===== config.mk =====
export PLATFORM = sky130hd
export DESIGN_NAME = gcd_feeder
export DESIGN_NICKNAME = d
export VERILOG_FILES = /design/src/rtl/gcd_pkg.sv /design/src/rtl/gcd_feeder_fifo.sv /design/src/rtl/gcd_feeder.sv
export SDC_FILE = /design/constraint.sdc
export NUM_CORES = 1
export LEC_CHECK = 0
export BUFFER_PORTS_ARGS = -buffer_cell sky130_fd_sc_hd__buf_2
export CAP_MARGIN = 20
export CORE_AREA = 2 2 101 64
export CTS_CLUSTER_SIZE = 12
export DETAILED_ROUTE_END_ITERATION = 16
export DIE_AREA = 0 0 103 66
export HOLD_SLACK_MARGIN = 0.06
export PLACE_DENSITY = 0.8
export REMOVE_ABC_BUFFERS = 1
export SETUP_SLACK_MARGIN = 0.1
export SYNTH_ARGS = -nofsm -noshare
export SYNTH_HDL_FRONTEND = slang
export SYNTH_SLANG_ARGS = --single-unit

===== constraint.sdc =====
create_clock -name clk -period 4.7 [get_ports clk]
set_input_delay 0.235 -clock clk [delete_from_list [all_inputs] [get_ports clk]]
set_output_delay 0.235 -clock clk [all_outputs]
set_load 0.01 [all_outputs]

===== src/rtl/gcd_pkg.sv =====
// gcd_pkg: types and constants shared by the GCD feeder and the hgcd-side benches.
//   GCD_W       operand width of hgcd a/b/q
//   GCD_MAX_OUT jobs hgcd can hold at once (two engines)
//   gcd_pair_t  packed operand pair {a, b}
package gcd_pkg;
  localparam int GCD_W       = 8;
  localparam int GCD_MAX_OUT = 2;

  typedef struct packed {
    logic [GCD_W-1:0] a;
    logic [GCD_W-1:0] b;
  } gcd_pair_t;
endpackage


===== src/rtl/gcd_feeder_fifo.sv =====
// gcd_feeder_fifo: synchronous FIFO, DEPTH x DW, head visible combinationally.
// Ports:
//   clk, reset      clock, async active-low reset (clears storage and pointers)
//   i_push, i_data  write strobe and data (ignored when full)
//   i_pop           read strobe (ignored when empty)
//   o_head          entry at the read pointer, always driven
//   o_full, o_empty, o_count  occupancy from registered state
module gcd_feeder_fifo #(
  parameter int DW    = 16,
  parameter int DEPTH = 4
) (
  input  logic                       clk,
  input  logic                       reset,
  input  logic                       i_push,
  input  logic [DW-1:0]              i_data,
  input  logic                       i_pop,
  output logic [DW-1:0]              o_head,
  output logic                       o_full,
  output logic                       o_empty,
  output logic [$clog2(DEPTH):0]     o_count
);
  localparam int AW = $clog2(DEPTH);

  logic [DW-1:0] r_mem [DEPTH];
  logic [AW-1:0] r_wr_ptr;
  logic [AW-1:0] r_rd_ptr;
  logic [AW:0]   r_count;
  logic          w_push;
  logic          w_pop;

  assign o_full  = (r_count == (AW+1)'(DEPTH));
  assign o_empty = (r_count == '0);
  assign o_count = r_count;
  assign o_head  = r_mem[r_rd_ptr];

  assign w_push = i_push & ~o_full;
  assign w_pop  = i_pop & ~o_empty;

  // Storage is cleared too, so the head reads zero straight out of reset.
  always_ff @(posedge clk or negedge reset) begin
    if (!reset) begin
      for (int i = 0; i < DEPTH; i++) r_mem[i] <= '0;
      r_wr_ptr <= '0;
      r_rd_ptr <= '0;
      r_count  <= '0;
    end else begin
      if (w_push) begin
        r_mem[r_wr_ptr] <= i_data;
        r_wr_ptr        <= r_wr_ptr + AW'(1);
      end
      if (w_pop) r_rd_ptr <= r_rd_ptr + AW'(1);
      case ({w_push, w_pop})
        2'b10:   r_count <= r_count + (AW+1)'(1);
        2'b01:   r_count <= r_count - (AW+1)'(1);
        default: ;
      endcase
    end
  end
endmodule


===== src/rtl/gcd_feeder.sv =====
// gcd_feeder: buffers operand pairs from a valid/ready producer and issues them
// to the dual-engine hgcd as single-cycle ld pulses, never exceeding the two
// jobs hgcd can hold and never issuing while hgcd is in write-back.
// Ports:
//   clk, reset             clock, async active-low reset
//   in_a, in_b, in_valid   producer pair;  in_ready = FIFO not full
//   gcd_a, gcd_b, gcd_ld   operands (FIFO head) and load strobe to hgcd
//   gcd_rdy                one pulse per job completed by hgcd
//   outstanding            jobs inside hgcd (0..2)
//   busy                   FIFO non-empty or jobs outstanding
//   err                    sticky: rdy seen with nothing outstanding
// Optional (macro GCD_FEEDER_STATS_EN): stat_issued / stat_done, 16-bit
// wrapping counts of ld and rdy pulses.
module gcd_feeder
  import gcd_pkg::*;
#(
  parameter int W       = GCD_W,
  parameter int DEPTH   = 4,
  parameter int MAX_OUT = GCD_MAX_OUT
) (
  input  logic         clk,
  input  logic         reset,
  input  logic [W-1:0] in_a,
  input  logic [W-1:0] in_b,
  input  logic         in_valid,
  output logic         in_ready,
  output logic [W-1:0] gcd_a,
  output logic [W-1:0] gcd_b,
  output logic         gcd_ld,
  input  logic         gcd_rdy,
  output logic [1:0]   outstanding,
  output logic         busy,
  output logic         err
`ifdef GCD_FEEDER_STATS_EN
  ,
  output logic [15:0]  stat_issued,
  output logic [15:0]  stat_done
`endif
);
  logic [2*W-1:0]          w_head;
  logic                    w_full;
  logic                    w_empty;
  logic [$clog2(DEPTH):0]  w_count;
  logic                    w_push;
  logic                    w_issue;
  logic [1:0]              r_outstanding;
  logic                    r_hold;
  logic                    r_err;

  gcd_feeder_fifo #(.DW(2*W), .DEPTH(DEPTH)) u_fifo (
    .clk     (clk),
    .reset   (reset),
    .i_push  (w_push),
    .i_data  ({in_a, in_b}),
    .i_pop   (w_issue),
    .o_head  (w_head),
    .o_full  (w_full),
    .o_empty (w_empty),
    .o_count (w_count)
  );

  // Held low during reset so the producer never sees a ready FIFO it cannot use.
  assign in_ready = reset & ~w_full;
  assign w_push   = in_valid & in_ready;

  // Registered state only: hgcd.rdy depends combinationally on hgcd.ld, so
  // letting gcd_rdy reach gcd_ld would close a loop through hgcd.
  assign w_issue = ~w_empty & (r_outstanding < 2'(MAX_OUT)) & ~r_hold;

  assign gcd_ld      = w_issue;
  assign gcd_a       = w_head[2*W-1:W];
  assign gcd_b       = w_head[W-1:0];
  assign outstanding = r_outstanding;
  assign busy        = (w_count != '0) | (r_outstanding != 2'd0);
  assign err         = r_err;

  always_ff @(posedge clk or negedge reset) begin
    if (!reset) begin
      r_outstanding <= 2'd0;
      r_hold        <= 1'b0;
      r_err         <= 1'b0;
    end else begin
      // A completion with both engines busy may be followed by hgcd's
      // write-back cycle, where a second rdy can arrive and ld is dropped.
      r_hold <= gcd_rdy & (r_outstanding == 2'(MAX_OUT));
      case ({w_issue, gcd_rdy})
        2'b10: r_outstanding <= r_outstanding + 2'd1;
        2'b01: begin
          if (r_outstanding == 2'd0) r_err <= 1'b1;
          else                       r_outstanding <= r_outstanding - 2'd1;
        end
        default: ;
      endcase
    end
  end

`ifdef GCD_FEEDER_STATS_EN
  logic [15:0] r_stat_issued;
  logic [15:0] r_stat_done;

  always_ff @(posedge clk or negedge reset) begin
    if (!reset) begin
      r_stat_issued <= 16'd0;
      r_stat_done   <= 16'd0;
    end else begin
      if (w_issue) r_stat_issued <= r_stat_issued + 16'd1;
      if (gcd_rdy) r_stat_done   <= r_stat_done + 16'd1;
    end
  end

  assign stat_issued = r_stat_issued;
  assign stat_done   = r_stat_done;
`endif
endmodule


After elaboration in Yosys (flattened, before gate mapping)
Cells that the tools add are included.
{"block": "word_totals", "ff_bits": 75, "in_bits": 20, "out_inout_bits": 22, "wordCells": 58}
{"block": "classes", "add_sub_neg": 6, "n_lt_le_gt_ge": 4, "n_eq_ne": 7, "mux": 9, "bitwise": 13, "n_reduce_logical": 9}
{"op": "$bwmux 64", "n": 1}
{"op": "$mux 16", "n": 3}
{"op": "$bmux 16 s2", "n": 1}
{"op": "$demux 16 s2", "n": 1}
{"op": "$and 1x1->1", "n": 7}
{"op": "$add 2x1->2 const B", "n": 3}
{"op": "$eq 2x2->1 const B", "n": 3}
{"op": "$ge 3x3->1 const B", "n": 2}
{"op": "$not 2->3", "n": 2}
{"op": "$pmux 3 s2", "n": 1}
{"op": "$reduce_bool 2->1", "n": 3}
{"op": "$eq 2x1->1 const B", "n": 2}
{"op": "$pmux 2 s2", "n": 1}
{"op": "$reduce_and 2->1", "n": 2}
{"op": "$add 3x1->3 const B", "n": 1}
{"op": "$eq 3x3->1 const B", "n": 1}
{"op": "$logic_not 3->1", "n": 1}
{"op": "$lt 3x1->1 const B", "n": 1}
{"op": "$not 1->1", "n": 3}
{"op": "$reduce_bool 3->1", "n": 1}
{"op": "$sub 3x1->3 const B", "n": 1}
{"op": "$logic_not 2->1", "n": 1}
{"op": "$lt 2x2->1 const B", "n": 1}
{"op": "$mux 2", "n": 1}
{"op": "other kinds (4)", "n": 4}

Logic depth before layout (Yosys ltp)
{"block": "logic_depth", "depth_word": 7, "ltp_mapped": 9, "ltp_nobuf": 9}

By module
A second synthesis with hierarchy kept.
{"block": "unflattened", "hier_cells": 214, "area_unflattened_um2": 3402.0}
{"module": "gcd_feeder_fifo", "instances": 1, "cells_per_inst": 192, "area_each_um2": 3188.1}
{"module": "gcd_feeder", "instances": 1, "cells_per_inst": 22, "area_each_um2": 214.0}

Worst setup path before layout
No wires, ideal clock.
{"block": "synth_path", "kind": "register -> register", "start": "register r_outstanding[1], in the netlist outstanding[1]", "end": "register u_fifo.r_count[2], in the netlist u_fifo.o_count[2]", "t_arrival_ps": 1988, "required_ps": 4621, "slack_ps": 2633, "path_stages_with_launch": 9, "synth_period_minus_slack_ps": 2067, "cell_sequence": "dfrtp_1 clkbuf_1 nor3_1 ha_1 inv_1 fa_1 xor2_1 nor2_1 xor2_1"}
{"block": "synth_via", "elab_chain_cells": 6, "word_cells_on_any_way": 8, "classes_between": "order compare: 1; eq/ne: 2; mux: 1; bitwise: 3; reduce/logical: 1"}
{"item": "from (decl)", "line": "gcd_feeder.sv:46", "text": "logic [1:0] r_outstanding;"}
{"item": "from (signal assigned)", "line": "gcd_feeder.sv:87", "text": "2'b10: r_outstanding <= r_outstanding + 2'd1;"}
{"item": "from (signal assigned)", "line": "gcd_feeder.sv:90", "text": "else r_outstanding <= r_outstanding - 2'd1;"}
{"item": "$lt 2x2->1 *", "line": "gcd_feeder.sv:68", "text": "assign w_issue = ~w_empty & (r_outstanding < 2'(MAX_OUT)) & ~r_hold;"}
{"item": "$and 1x1->1 * (2 in series)", "line": "gcd_feeder.sv:68"}
{"item": "$and 1x1->1 *", "line": "gcd_feeder_fifo.sv:37", "text": "assign w_pop = i_pop & ~o_empty;"}
{"item": "via u_fifo.w_pop", "line": "gcd_feeder_fifo.sv:29", "text": "logic w_pop;"}
{"item": "$eq 2x1->1 or $eq 2x2->1 (tied branches)", "line": "gcd_feeder_fifo.sv:52", "text": "case ({w_push, w_pop})"}
{"item": "$pmux 3 s2 or $reduce_bool 2->1 (tied branches)"}
{"item": "to (signal assigned)", "line": "gcd_feeder_fifo.sv:53", "text": "2'b10: r_count <= r_count + (AW+1)'(1);"}
{"item": "to (signal assigned)", "line": "gcd_feeder_fifo.sv:54", "text": "2'b01: r_count <= r_count - (AW+1)'(1);"}
{"item": "to (decl)", "line": "gcd_feeder_fifo.sv:27", "text": "logic [AW:0] r_count;"}
Mark *: on every way through the listed nets, which the timed path passes. The rest lies on a longest branch.
A chain may end at the register's enable or synchronous reset.

Worst setup path after layout
{"block": "layout_path", "start": "input port reset", "end": "register u_fifo.r_mem[1] in the netlist's numbering"}
{"block": "layout_via", "elab_chain_cells": 3}
{"item": "from (decl)", "line": "gcd_feeder.sv:22", "text": "input logic reset,"}
{"item": "$and 1x1->1", "line": "gcd_feeder.sv:63", "text": "assign in_ready = reset & ~w_full;"}
{"item": "$and 1x1->1", "line": "gcd_feeder.sv:64", "text": "assign w_push = in_valid & in_ready;"}
{"item": "$and 1x1->1", "line": "gcd_feeder_fifo.sv:36", "text": "assign w_push = i_push & ~o_full;"}
{"item": "to (signal, indexed assignment)", "line": "gcd_feeder_fifo.sv:48", "text": "r_mem[r_wr_ptr] <= i_data;"}
{"item": "to (decl)", "line": "gcd_feeder_fifo.sv:24", "text": "logic [DW-1:0] r_mem [DEPTH];"}
No other way between the ends.

==> out/qor.yml <==
status:
  status: "finished clean"
clocking:
  post-cts-setup-buffer-count: 0
  cts-htree-levels: 3
  ctsRootBufferMaster: "clkbuf_8"
  cts.repair.resized: 0
  insertion_delay_ns: 0.34
  ctsHoldBuffers: 1
  path_clk_slew_ns: 0.07
  cts_tree: "built"
  clockBufferDepth: 2
  numCtsBuffers: 9
  cts_num_sinks: 75
worst_setup_path:
  cp-start-kind: "input port"
  r2r_cells: 8
  arrival_ns: 2.75
  crit_required_ns: 4.93
  path_class: "input port to register"
  crit_fanout: 35
  end_kind: "register"
global_routing:
  grt_pass1_vias: 1944
  antenna_found_initial: 0
  grt_use_total_pct: 20.5
  grt_remaining_overflow: 0
  grt_pass1_wl_mm: 9.97
  grt_max_degree: 44
layout:
  fill_cells: 456
  fin_nets: 285
  drive_gt1_share_pct: 55.5
  multiInputGateArea_sq_um: 1420
  area_delta_synth_final_pct: 13.5
  stdcell_count: 347
  ff_latch_area_sq_um: 1880
  antenna_cells: 0
sta:
  setup_viol: 0
  slew_headroom_pct: 36.8
  tns_ns: 0
  finalWorstSetupSlack_ns: 2.18
  drv_slew: 0
  fmax_mhz: 397
  final_hold_viol_count: 0
  worstMarginPinSlew_ns: 0.946
  grt_setup_unrepaired: "no"
  min_period_ns: 2.52
  skew_ns: 0.00740
  period_share_pct: 53.7
logic_synthesis:
  yosysUniqueCellTypes: 25
  synthTopCellsByArea: "dfrtp_1 55%, mux2_2 22%, mux4_2 11%, ha_1 1.8%, xor2_1 1.3%"
  synth-seq-cells: 75
  async_flop_share_pct: 100
  ys_seq_area_share_pct: 55.2
  synth_ff_type: "dfrtp_1"
  synthTopCellsByCount: "75 x dfrtp_1, 65 x mux2_2, 16 x mux4_2"
  syn_area_sq_um: 3400
  yosysTopAreaCell: "dfrtp_1"
  synth_most_common_cell: "dfrtp_1"
  synth_edf_count: 0
  syn_inst: 210
  synth_top_area_share_pct: 55.2
  avgSynthCellArea_sq_um: 16.2
  ys.warnings.count: 0
power:
  powerDensity_nw_per_um2: 711
  p_leak_nw: 1.71
  vdd_drop_max_mv: 0.338
  p_total_mw: 2.74
floorplanning:
  boundaryPins: 42
  die_h_um: 66
  start_util_pct: 57.7
  die_x_um: 103
  rows: 22
  core-area_sq_um: 5890
  dieArea_sq_um: 6800
detailed_routing:
  wl_per_cell_um: 17.2
  ant_nets: 0
  via_count: 1899
  viasPerCell: 5.47
  drtPass1Iterations: 4
  drtIter0Drc: 67
  wirelength_mm: 5.98
  drc: 0
min_path:
  hp-class: "input port to register"
  hold_depth: 2
placement:
  place_ws_ns: 2.32
  place.gp.congestion: 0.709
  dp_hpwl_mm: 4.07
  dp_cells: 331
  numPortBuffers: 41
job:
  max_cap_violations: 0
==> power by group <==
group | switching [mW] | total [mW] | internal [mW] | leakage [nW]
Sequential | 0.235 | 1.20 | 0.968 | 0.899
Clock | 0.221 | 0.422 | 0.201 | 0.0860
Combinational | 0.434 | 1.12 | 0.685 | 0.727
==> cells in the final DEF, fill, tap and decap left out, drive strengths merged, types with 2 or more instances in the layout <==
cell / count
dfrtp: 75
nor2: 5
ha: 5
nor3: 3
xnor2: 2
mux2i: 2
inv: 8
nand2: 2
nor3b: 5
mux2: 65
clkbuf: 12
clkinv: 3
xor2: 5
mux4: 16
buf: 46
==> worst paths after layout <==
path                                          startpoint                             to  slack, ns
max in group asynchronous                          reset   u_fifo.r_mem[27]$_DFFE_PN0P_       3.41
min in group asynchronous                          reset   u_fifo.r_mem[56]$_DFFE_PN0P_       0.37
min reg2reg                              err$_DFFE_PN0P_                err$_DFFE_PN0P_       0.47
max                                                reset    u_fifo.r_mem[1]$_DFFE_PN0P_       2.18
min                                              in_b[2]   u_fifo.r_mem[18]$_DFFE_PN0P_       0.16
max reg2reg                u_fifo.o_count[0]$_DFFE_PN0P_  u_fifo.o_count[2]$_DFFE_PN0P_       2.43
==> layer usage <==
metal  routed length (um)  global-route usage (%)  vias to the layer above
li1                     -                       -                      856
met5                    0                       0                        -
met4                   85                    7.40                        0
met2                 2620                    29.5                       38
met3                  241                    6.87                       10
met1                 3040                    29.3                      995
==> registers in the layout, indices dropped and copies added, names as in the netlist <==
signal and cells:
u_fifo.r_rd_ptr 2, u_fifo.r_mem 64, r_hold 1, u_fifo.r_wr_ptr 2, err 1, u_fifo.o_count 3
outstanding 2
==> stage by stage <==
| stage | hold slack [ns] | area, sq um | util, % |
|---|---|---|---|
| 2_1_floorplan | -0.0606 | 3330 | - |
| 3_3_place_gp | 0.202 | 3670 | 62.4 |
| 3_5_place_dp | 0.205 | 3690 | 62.6 |
| 4_1_cts | 0.146 | 3860 | 65.5 |
| 5_1_grt | 0.154 | 3860 | 65.5 |
| 6_report | 0.160 | 3860 | 65.5 |
==> kinds of logic after synthesis <==
kind of cell             share of synthesized area [%]
multiplexers                                      32.7
AND/OR/NAND/NOR                                   4.31
flip-flops                                        55.2
buffers and inverters                             2.91
AO/OA/AOI/OAI                                    0.626
XOR/XNOR                                          1.80
adder cells (fa/ha/maj)                           2.43
==> critical path, cell delays in order <==
cell	delay (ns)
dlygate4sd3_1	0.53
buf_4	0.38
nand2_1	0.28
nor3b_2	0.60
buf_4	0.34
mux2_2	0.36
==> final cells by class <==
cell class / count / share of cell area, %
sequential: 75 / 48.6
clock buffer: 12 / 3.76
inverter: 8 / 0.778
multi-input combinational: 118 / 36.9
clock inverter: 3 / 0.389
timing repair buffer: 47 / 6.81
tap: 84 / 2.72
(Power assumes the default switching activity.)
